**src/rtl/controlador_imagenes_pkg.sv**
```systemverilog
// Shared definitions for the picture address scheduler.
// Holds the geometry of the five picture windows (left column, top row,
// width, height and base offset in the unified colour ROM), the rom_sel
// winner codes, the hit-vector bit positions and the blink FSM states.
package controlador_imagenes_pkg;

    localparam int unsigned HORA_XL     = 256;
    localparam int unsigned HORA_YT     = 0;
    localparam int unsigned HORA_W      = 128;
    localparam int unsigned HORA_H      = 64;
    localparam int unsigned HORA_BASE   = 0;

    localparam int unsigned TIMER_XL    = 416;
    localparam int unsigned TIMER_YT    = 416;
    localparam int unsigned TIMER_W     = 80;
    localparam int unsigned TIMER_H     = 32;
    localparam int unsigned TIMER_BASE  = 8192;

    localparam int unsigned RING_XL     = 512;
    localparam int unsigned RING_YT     = 128;
    localparam int unsigned RING_W      = 128;
    localparam int unsigned RING_H      = 64;
    localparam int unsigned RING_BASE   = 10752;

    localparam int unsigned RBALL_XL    = 544;
    localparam int unsigned RBALL_YT    = 64;
    localparam int unsigned RBALL_W     = 48;
    localparam int unsigned RBALL_H     = 48;
    localparam int unsigned RBALL_BASE  = 18944;

    localparam int unsigned LOGO_XL     = 0;
    localparam int unsigned LOGO_YT     = 0;
    localparam int unsigned LOGO_W      = 128;
    localparam int unsigned LOGO_H      = 16;
    localparam int unsigned LOGO_BASE   = 21248;

    // Bit positions inside the registered hit vector.
    localparam int unsigned HIT_HORA    = 0;
    localparam int unsigned HIT_TIMER   = 1;
    localparam int unsigned HIT_RING    = 2;
    localparam int unsigned HIT_RBALL   = 3;
    localparam int unsigned HIT_LOGO    = 4;

    typedef enum logic [2:0] {
        SEL_NONE     = 3'd0,
        SEL_HORA     = 3'd1,
        SEL_TIMER    = 3'd2,
        SEL_RING     = 3'd3,
        SEL_RINGBALL = 3'd4,
        SEL_LOGO     = 3'd5
    } sel_e;

    typedef enum logic [1:0] {
        ST_IDLE = 2'd0,
        ST_ON   = 2'd1,
        ST_OFF  = 2'd2
    } blink_st_e;

endpackage

```
**src/rtl/controlador_imagenes_win_addr_calc.sv**
```systemverilog
// win_addr_calc: combinational window hit test for one picture window.
//   pixel_x, pixel_y : current pixel position
//   hit              : pixel lies inside [XL, XL+W) x [YT, YT+H)
//   dx, dy           : pixel offset from the window's top-left corner
//                      (only meaningful when hit=1)
module win_addr_calc #(
    parameter int unsigned XL = 0,
    parameter int unsigned YT = 0,
    parameter int unsigned W  = 1,
    parameter int unsigned H  = 1
) (
    input  logic [9:0] pixel_x,
    input  logic [9:0] pixel_y,
    output logic       hit,
    output logic [6:0] dx,
    output logic [5:0] dy
);
    logic [10:0] dx_full;
    logic [10:0] dy_full;

    // One extra bit makes a pixel left of/above the window wrap to a large
    // value, so a single unsigned "< size" compare covers both bounds.
    always_comb begin
        dx_full = {1'b0, pixel_x} - 11'(XL);
        dy_full = {1'b0, pixel_y} - 11'(YT);
        hit     = (dx_full < 11'(W)) && (dy_full < 11'(H));
        dx      = dx_full[6:0];
        dy      = dy_full[5:0];
    end

endmodule

```
**src/rtl/controlador_imagenes.sv**
```systemverilog
// controlador_imagenes: picture address scheduler for the colour ROM.
// Picks, per pixel, the highest-priority picture window covering it and
// produces that window's ROM address two pix_ticks later. A blink FSM
// gates the ring/ringball windows while the alarm is ringing.
//   clk, reset   : clock, asynchronous active-high reset
//   pix_tick     : pixel enable, pipeline and FSM advance only when 1
//   video_on     : visible-region flag
//   pixel_x/y    : current pixel position
//   ring_en      : alarm ringing request (level)
//   rom_addr     : unified ROM address
//   rom_sel      : winning window (0 none,1 hora,2 timer,3 ring,4 ringball,5 logo)
//   pic_on       : a window won and video was on, aligned with rom_addr
//   video_on_d   : video_on delayed to match rom_addr
//   blink_on     : FSM is in the ON phase
module controlador_imagenes
    import controlador_imagenes_pkg::*;
#(
    parameter int unsigned BLINK_FRAMES = 30,
    parameter int unsigned ADDR_W       = 15
) (
    input  logic              clk,
    input  logic              reset,
    input  logic              pix_tick,
    input  logic              video_on,
    input  logic [9:0]        pixel_x,
    input  logic [9:0]        pixel_y,
    input  logic              ring_en,
    output logic [ADDR_W-1:0] rom_addr,
    output logic [2:0]        rom_sel,
    output logic              pic_on,
    output logic              video_on_d,
    output logic              blink_on
);
    logic [4:0] win_hit;
    logic [6:0] win_dx [5];
    logic [5:0] win_dy [5];

    win_addr_calc #(.XL(HORA_XL),  .YT(HORA_YT),  .W(HORA_W),  .H(HORA_H))  u_hora
        (.pixel_x(pixel_x), .pixel_y(pixel_y), .hit(win_hit[HIT_HORA]),  .dx(win_dx[HIT_HORA]),  .dy(win_dy[HIT_HORA]));
    win_addr_calc #(.XL(TIMER_XL), .YT(TIMER_YT), .W(TIMER_W), .H(TIMER_H)) u_timer
        (.pixel_x(pixel_x), .pixel_y(pixel_y), .hit(win_hit[HIT_TIMER]), .dx(win_dx[HIT_TIMER]), .dy(win_dy[HIT_TIMER]));
    win_addr_calc #(.XL(RING_XL),  .YT(RING_YT),  .W(RING_W),  .H(RING_H))  u_ring
        (.pixel_x(pixel_x), .pixel_y(pixel_y), .hit(win_hit[HIT_RING]),  .dx(win_dx[HIT_RING]),  .dy(win_dy[HIT_RING]));
    win_addr_calc #(.XL(RBALL_XL), .YT(RBALL_YT), .W(RBALL_W), .H(RBALL_H)) u_rball
        (.pixel_x(pixel_x), .pixel_y(pixel_y), .hit(win_hit[HIT_RBALL]), .dx(win_dx[HIT_RBALL]), .dy(win_dy[HIT_RBALL]));
    win_addr_calc #(.XL(LOGO_XL),  .YT(LOGO_YT),  .W(LOGO_W),  .H(LOGO_H))  u_logo
        (.pixel_x(pixel_x), .pixel_y(pixel_y), .hit(win_hit[HIT_LOGO]),  .dx(win_dx[HIT_LOGO]),  .dy(win_dy[HIT_LOGO]));

    // Stage 1 / stage 2 / FSM state
    logic [4:0]        hit_q,      hit_d;
    logic [6:0]        dx_q,       dx_d;
    logic [5:0]        dy_q,       dy_d;
    logic              vid_s1_q,   vid_s1_d;
    logic [ADDR_W-1:0] rom_addr_q, rom_addr_d;
    sel_e              rom_sel_q,  rom_sel_d;
    logic              pic_on_q,   pic_on_d;
    logic              vid_s2_q,   vid_s2_d;
    blink_st_e         state_q,    state_d;
    logic [7:0]        frame_cnt_q, frame_cnt_d;

    logic              frame_start;
    logic [4:0]        hit_gated;
    logic [ADDR_W-1:0] dx_w, dy_w;

    assign blink_on    = (state_q == ST_ON);
    assign frame_start = pix_tick && (pixel_x == '0) && (pixel_y == '0);

    // Stage 1: gate ring/ringball by blink, keep the winner's offsets.
    always_comb begin
        hit_gated            = win_hit;
        hit_gated[HIT_RING]  = win_hit[HIT_RING]  && blink_on;
        hit_gated[HIT_RBALL] = win_hit[HIT_RBALL] && blink_on;
        hit_d    = hit_q;
        dx_d     = dx_q;
        dy_d     = dy_q;
        vid_s1_d = vid_s1_q;
        if (pix_tick) begin
            hit_d    = hit_gated;
            vid_s1_d = video_on;
            dx_d     = '0;
            dy_d     = '0;
            for (int i = 4; i >= 0; i--) begin
                if (hit_gated[i]) begin
                    dx_d = win_dx[i];
                    dy_d = win_dy[i];
                end
            end
        end
    end

    // Stage 2: priority encode and form base + dy*W + dx with shifts only.
    always_comb begin
        dx_w       = ADDR_W'(dx_q);
        dy_w       = ADDR_W'(dy_q);
        rom_addr_d = rom_addr_q;
        rom_sel_d  = rom_sel_q;
        pic_on_d   = pic_on_q;
        vid_s2_d   = vid_s2_q;
        if (pix_tick) begin
            rom_addr_d = '0;
            rom_sel_d  = SEL_NONE;
            vid_s2_d   = vid_s1_q;
            if (vid_s1_q) begin
                if (hit_q[HIT_HORA]) begin
                    rom_sel_d  = SEL_HORA;
                    rom_addr_d = ADDR_W'(HORA_BASE) + (dy_w << 7) + dx_w;
                end else if (hit_q[HIT_TIMER]) begin
                    rom_sel_d  = SEL_TIMER;
                    rom_addr_d = ADDR_W'(TIMER_BASE) + (dy_w << 6) + (dy_w << 4) + dx_w;
                end else if (hit_q[HIT_RING]) begin
                    rom_sel_d  = SEL_RING;
                    rom_addr_d = ADDR_W'(RING_BASE) + (dy_w << 7) + dx_w;
                end else if (hit_q[HIT_RBALL]) begin
                    rom_sel_d  = SEL_RINGBALL;
                    rom_addr_d = ADDR_W'(RBALL_BASE) + (dy_w << 5) + (dy_w << 4) + dx_w;
                end else if (hit_q[HIT_LOGO]) begin
                    rom_sel_d  = SEL_LOGO;
                    rom_addr_d = ADDR_W'(LOGO_BASE) + (dy_w << 7) + dx_w;
                end
            end
            pic_on_d = (rom_sel_d != SEL_NONE);
        end
    end

    // Blink FSM: all transitions happen on frame_start only.
    always_comb begin
        state_d     = state_q;
        frame_cnt_d = frame_cnt_q;
        if (frame_start) begin
            case (state_q)
                ST_IDLE: begin
                    if (ring_en) begin
                        state_d     = ST_ON;
                        frame_cnt_d = '0;
                    end
                end
                ST_ON, ST_OFF: begin
                    if (!ring_en) begin
                        state_d     = ST_IDLE;
                        frame_cnt_d = '0;
                    end else if (frame_cnt_q == 8'(BLINK_FRAMES - 1)) begin
                        state_d     = (state_q == ST_ON) ? ST_OFF : ST_ON;
                        frame_cnt_d = '0;
                    end else begin
                        frame_cnt_d = frame_cnt_q + 8'd1;
                    end
                end
                default: begin
                    state_d     = ST_IDLE;
                    frame_cnt_d = '0;
                end
            endcase
        end
    end

    always_ff @(posedge clk or posedge reset) begin
        if (reset) begin
            hit_q       <= '0;
            dx_q        <= '0;
            dy_q        <= '0;
            vid_s1_q    <= 1'b0;
            rom_addr_q  <= '0;
            rom_sel_q   <= SEL_NONE;
            pic_on_q    <= 1'b0;
            vid_s2_q    <= 1'b0;
            state_q     <= ST_IDLE;
            frame_cnt_q <= '0;
        end else begin
            hit_q       <= hit_d;
            dx_q        <= dx_d;
            dy_q        <= dy_d;
            vid_s1_q    <= vid_s1_d;
            rom_addr_q  <= rom_addr_d;
            rom_sel_q   <= rom_sel_d;
            pic_on_q    <= pic_on_d;
            vid_s2_q    <= vid_s2_d;
            state_q     <= state_d;
            frame_cnt_q <= frame_cnt_d;
        end
    end

    assign rom_addr   = rom_addr_q;
    assign rom_sel    = rom_sel_q;
    assign pic_on     = pic_on_q;
    assign video_on_d = vid_s2_q;

endmodule
```
**config.mk**
```make
export PLATFORM = sky130hd
export DESIGN_NAME = controlador_imagenes
export DESIGN_NICKNAME = d
export VERILOG_FILES = /design/src/rtl/controlador_imagenes_pkg.sv /design/src/rtl/controlador_imagenes_win_addr_calc.sv /design/src/rtl/controlador_imagenes.sv
export SDC_FILE = /design/constraint.sdc
export NUM_CORES = 1
export LEC_CHECK = 0
export BUFFER_PORTS_ARGS = -buffer_cell sky130_fd_sc_hd__buf_2
export CAP_MARGIN = 10
export CORE_MARGIN = 10
export CORE_UTILIZATION = 59
export DETAILED_ROUTE_END_ITERATION = 10
export PLACE_DENSITY = 0.81
export SYNTH_ARGS = -nofsm -noshare
export SYNTH_HDL_FRONTEND = slang
export SYNTH_SLANG_ARGS = --single-unit
```
**constraint.sdc**
```tcl
create_clock -name clk -period 3.46 [get_ports clk]
set_input_delay 0.519 -clock clk [delete_from_list [all_inputs] [get_ports clk]]
set_output_delay 0.519 -clock clk [all_outputs]
set_load 0.01 [all_outputs]
```
# After elaboration in Yosys (flattened, before gate mapping)
# Index checks and enable logic that the tools add are counted.
[word_totals] ff_bits=49 elab_cells=92 inputBits=25
[classes] order_cmp=10 n_eq_ne=5 muxes=32 n_reduce_logical=16 n_addsub=19
[ops] operator="15-bit two-way mux" count=6
[ops] operator="15-bit by 7-bit adder with 15-bit output" count=4
[ops] operator="7-bit two-way mux" count=5
[ops] operator="11-bit by 6-bit less-than comparator with 1-bit output, second input constant" count=3
[ops] operator="10-bit by 9-bit subtractor with 11-bit output, second input constant" count=3
[ops] operator="15-bit by 10-bit adder with 15-bit output" count=2
[ops] operator="6-bit two-way mux" count=5
[ops] operator="8-bit two-way mux" count=3
[ops] operator="11-bit by 7-bit less-than comparator with 1-bit output, second input constant" count=2
[ops] operator="11-bit by 8-bit less-than comparator with 1-bit output, second input constant" count=2
[ops] operator="10-bit by 10-bit subtractor with 11-bit output, second input constant" count=2
[ops] operator="3-bit two-way mux" count=7
[ops] operator="10-bit zero test" count=2
[ops] operator="8-bit one-hot mux with 2 select lines" count=1
[ops] operator="14-bit by 12-bit adder with 15-bit output, first input constant" count=1
[ops] operator="14-bit by 13-bit adder with 15-bit output, first input constant" count=1
[ops] operator="15-bit by 11-bit adder with 15-bit output, first input constant" count=1
[ops] operator="15-bit by 13-bit adder with 15-bit output, first input constant" count=1
[ops] operator="13-bit by 7-bit adder with 14-bit output" count=1
[ops] operator="10-bit by 7-bit subtractor with 11-bit output, second input constant" count=1
[ops] operator="10-bit by 8-bit subtractor with 11-bit output, second input constant" count=1
[ops] operator="10-bit by 5-bit less-than comparator with 1-bit output, second input constant" count=1
[ops] operator="10-bit by 7-bit less-than comparator with 1-bit output, second input constant" count=1
[ops] operator="10-bit by 8-bit less-than comparator with 1-bit output, second input constant" count=1
[ops] operator="other kinds (14)" count=25

# Depth between registers and ports, before layout
[logic_depth] depth_word=8 mapped_depth=11

# Cells and area by module
# Synthesis repeated with hierarchy kept, for this count alone.
[unflattened] hier_cells=521 area_unflattened_um2=4460.5
[modules_own_cells] module="controlador_imagenes" cells_per_inst=420 instances=1 area_per_inst_um2=3683.5
[modules_own_cells] module="win_addr_calc at u_rball" cells_per_inst=29 instances=1 area_per_inst_um2=222.7
[modules_own_cells] module="win_addr_calc at u_timer" cells_per_inst=25 instances=1 area_per_inst_um2=193.9
[modules_own_cells] module="win_addr_calc at u_logo" cells_per_inst=16 instances=1 area_per_inst_um2=123.9
[modules_own_cells] module="win_addr_calc at u_hora" cells_per_inst=15 instances=1 area_per_inst_um2=120.1
[modules_own_cells] module="win_addr_calc at u_ring" cells_per_inst=16 instances=1 area_per_inst_um2=116.4

# Worst setup path before layout
# No wires, ideal clock.
[synth_path] path_kind="reg2reg" from="register dy_q[1]" to="register rom_addr_q[9], in the netlist rom_addr[9]" period_less_slack_ns=2.645 path_slack_ns=0.815 path_buffers=0 t_arrival_ns=2.506 path_stages_with_launch=10 setup_ns=0.139 t_required_ns=3.321 cell_sequence="dfrtp_1 > fa_1 > ha_1 > fa_1 > a21o_1 > a211oi_1 > nor2_1 > a221o_1 > o2111ai_1 > a31oi_1"
[synth_via] elab_chain_len=8 word_cells_on_any_way=17 cone_classes="add/sub (11); mux (6)"
[synth_lines] element="start: declaration" line="controlador_imagenes.sv:52" text="logic [5:0] dy_q, dy_d;"
[synth_lines] element="start signal: assignment" line="controlador_imagenes.sv:171" text="dy_q <= dy_d;"
[synth_lines] element="15-bit by 11-bit adder with 15-bit output / 15-bit by 13-bit adder with 15-bit output (equally long branches)" line="controlador_imagenes.sv:115, controlador_imagenes.sv:118"
[synth_lines] element="15-bit by 10-bit adder with 15-bit output / 15-bit by 7-bit adder with 15-bit output (equally long branches)" line="controlador_imagenes.sv:115, controlador_imagenes.sv:118"
[synth_lines] element="15-bit by 7-bit adder with 15-bit output / 15-bit two-way mux (equally long branches)" line="controlador_imagenes.sv:115, controlador_imagenes.sv:116"
[synth_lines] element="15-bit two-way mux" line="controlador_imagenes.sv:113" text="end else if (hit_q[HIT_RBALL]) begin"
[synth_lines] element="15-bit two-way mux" line="controlador_imagenes.sv:110" text="end else if (hit_q[HIT_RING]) begin"
[synth_lines] element="15-bit two-way mux" line="controlador_imagenes.sv:107" text="end else if (hit_q[HIT_TIMER]) begin"
[synth_lines] element="15-bit two-way mux *" line="controlador_imagenes.sv:104" text="if (hit_q[HIT_HORA]) begin"
[synth_lines] element="15-bit two-way mux *" line="controlador_imagenes.sv:103" text="if (vid_s1_q) begin"
[synth_lines] element="end signal: assignment" line="controlador_imagenes.sv:173" text="rom_addr_q <= rom_addr_d;"
[synth_lines] element="end: declaration" line="controlador_imagenes.sv:54" text="logic [ADDR_W-1:0] rom_addr_q, rom_addr_d;"
# Mark *: on every way between the ends. The rest lies on a longest branch, timed or not.
# A chain may end at the register's enable or synchronous reset.

# Final worst setup path
[layout_path] from="register dy_q[2]" to="register rom_addr_q[11], in the netlist rom_addr[11]"
# The elaborated chain is that of the path after synthesis.

==> reports/metrics.yaml <==
htreeDepth: 2
dr.pass1.iters: 5
fin_skew_ps: 9.00
yosysSeqAreaShare_pct: 33.7
multiInputGateArea_mm2: 0.00225
p_switching_w: 0.000295
maxCapViolCount: 0
dr.first_iter.drc_count: 224
pre_cts_ws_ps: 610
busiest_layer: "met2"
grt_max_degree: 50
synth_top_area_share_pct: 33.7
period_minus_slack_ps: 2900
clk_pin_slew_ps: 100
fp.dieH_um: 98.6
drtAntennaViolNets: 0
power-per-cell-area_mw_per_mm2: 283
drcViolationCount: 0
ys_types: 61
synth_nets: 454
n_fill_cell: 490
cts_sinks: 49
pwr-share-seq_pct: 51.8
slowest_stage: "dfrtp_1"
startpoint_type: "register"
initial_core_util_pct: 61.1
layout_setup_ws_ps: 556
cts_buffer_depth: 2
ir_drop_v: 0.000196
ys.warnings.count: 0
rsz0062_at_grt: "false"
drv_slew: 0
insertion_delay_ps: 300
cts_setup_buffers: 0
outcome: "finished clean"
numCtsBuffers: 5
antenna_cells: 0
cp.required_ps: 3660
worst_slew_pin_slew_ps: 995
intPower_w: 0.000846
grtUsageMet3_pct: 4.05
final_common_cell: "dfrtp_1"
synth_area_leaders: "dfrtp_1 34%, ha_1 15%, o21ai_0 4.1%, a22o_1 3.6%, inv_1 3.0%"
fin_crit_sh_pct: 83.9
areaGrowthSynthToFinish_pct: 10.7
placed_area_mm2: 0.00392
comb_power_share_pct: 11.5
swShare_pct: 25.9
cts_root_buf: "clkbuf_8"
fin_hold_ws_ps: 434
path_buf_inv: 0
grt_pass1_vias: 3090
holdBufCountCts: 0
synth.ff_latch_count: 49
gr-total-overflow: 0
die_w_um: 98.6
place_hpwl_um: 6990
end_kind: "register"
timing.fmax_mhz: 344
synth_top_area_cell: "dfrtp_1"
crit_fanout: 9
postLayoutCellArea_mm2: 0.00403
slowest_delay_ps: 590
grt.total_usage_pct: 18.1
placement_rows: 28
grt.met2_usage_pct: 29.6
antenna_found_initial: 0
vias_per_cell: 6.28
synth_area_per_cell_um2: 9.58
clock_power_share_pct: 36.7
design.core.area_mm2: 0.00596
cts_tree: "yes"
hold_viol: 0
finalPower_w: 0.00114
netlist_instances: 380
wl_per_cell_um: 18.2
ys.flop_type: "dfrtp_1"
wirelength_um: 9050
drive_gt1_share_pct: 17.3
place_congestion: 0.963
vias: 3129
fin_tns_setup_ps: 0
io_buffers: 45
synthesis.area_mm2: 0.00364
die_area_mm2: 0.00971
grt_pass1_wl_um: 15000
fin_nets: 496
critPathArrivalTime_ps: 3100
ioPinCount: 46
max_slew_margin_pct: 33.6
path_delay_family: "adder cells"
gr-usage-met1_pct: 23.8
cp_cell_sequence: "fa_1 > fa_1 > a211oi_1 > o21bai_1 > a21oi_1 > xnor2_1 > a211oi_1 > a211o_1"
synth_edf_count: 0
final-setup-viol-count: 0
regArea_mm2: 0.00123
leakagePower_nw: 1.99
cts_resized: 0
worstHoldPathType: "input port to async pin"
mostFrequentLayoutCells: "49 x dfrtp_1, 45 x buf_2, 44 x ha_1"
async_reset_ff_share_pct: 100
worstSetupPathType: "register to register"
[worst paths after layout]
kind / start / to / slack (ps) / cells past startpoint
setup / recovery: dy_q[2] / rom_addr[11] / 560 / 8
hold / removal: reset / frame_cnt_q[4] / 430 / 2
setup reg to reg: dy_q[2] / rom_addr[11] / 560 / 8
hold reg to reg: rom_sel[0] / rom_sel[0] / 480 / 1
max in group asynchronous: reset / pic_on / 2400 / 2
min in group clk: pixel_x[0] / dx_q[0] / 450 / 2
[stage by stage]
step                      cells  util [%]
after floorplan             380         -
after global placement      490      65.8
after detailed placement    490      65.8
after CTS                   498      67.7
after global routing        498      67.7
final                       498      67.7
[flip-flops by register name, indices dropped and copies added (netlist names)]
register / cells
dx_q: 7
state_q: 2
frame_cnt_q: 8
rom_sel: 3
vid_s1_q: 1
video_on_d: 1
rom_addr: 15
hit_q: 5
dy_q: 6
pic_on: 1
[synthesized netlist by cell type (all sizes together), types with 6 or more instances]
cell / instances
nor2: 28
nor2b: 7
o21ai: 30
ha: 44
a22o: 15
nand2: 23
a31oi: 6
xnor2: 12
a221o: 8
nand3: 12
clkbuf: 10
inv: 29
a21oi: 17
nor4: 7
dfrtp: 49
a211oi: 8
[cell type report]
type / instances / share of cell area (%)
Multi-Input combinational cell: 289 / 55.7
Sequential cell: 49 / 30.4
Clock inverter: 3 / 1.09
Timing Repair Buffer: 47 / 5.96
Tap cell: 75 / 2.33
Inverter: 30 / 2.79
Clock buffer: 5 / 1.71
[routing by layer]
layer / wire, um / vias up
met3: 567 / 14
met2: 4230 / 103
met4: 107 / 0
li1: - / 1488
met5: 0 / -
met1: 4150 / 1524
[kinds of logic after synthesis]
family,Yosys count,share of synthesized area (%)
muxes,5,1.51
adders and majority gates,49,17.9
AOI/OAI and AO/OA,117,23.1
DFF,49,33.7
buffers and inverters,42,4.64
and+or+nand+nor,104,15.9
xor gates and xnor gates,14,3.37
[power by group through the flow]
| stage | clock network (W) | registers (W) | logic [W] |
|---|---|---|---|
| floorplan | 0 | 0.000601 | 0.0000766 |
| global placement | 0 | 0.000601 | 0.000129 |
| detailed placement | 0 | 0.000601 | 0.000131 |
| CTS | 0.000425 | 0.000590 | 0.000132 |
| global route | 0.000444 | 0.000592 | 0.000148 |
| finish | 0.000418 | 0.000591 | 0.000132 |
Power figures use the tool's default switching activity.
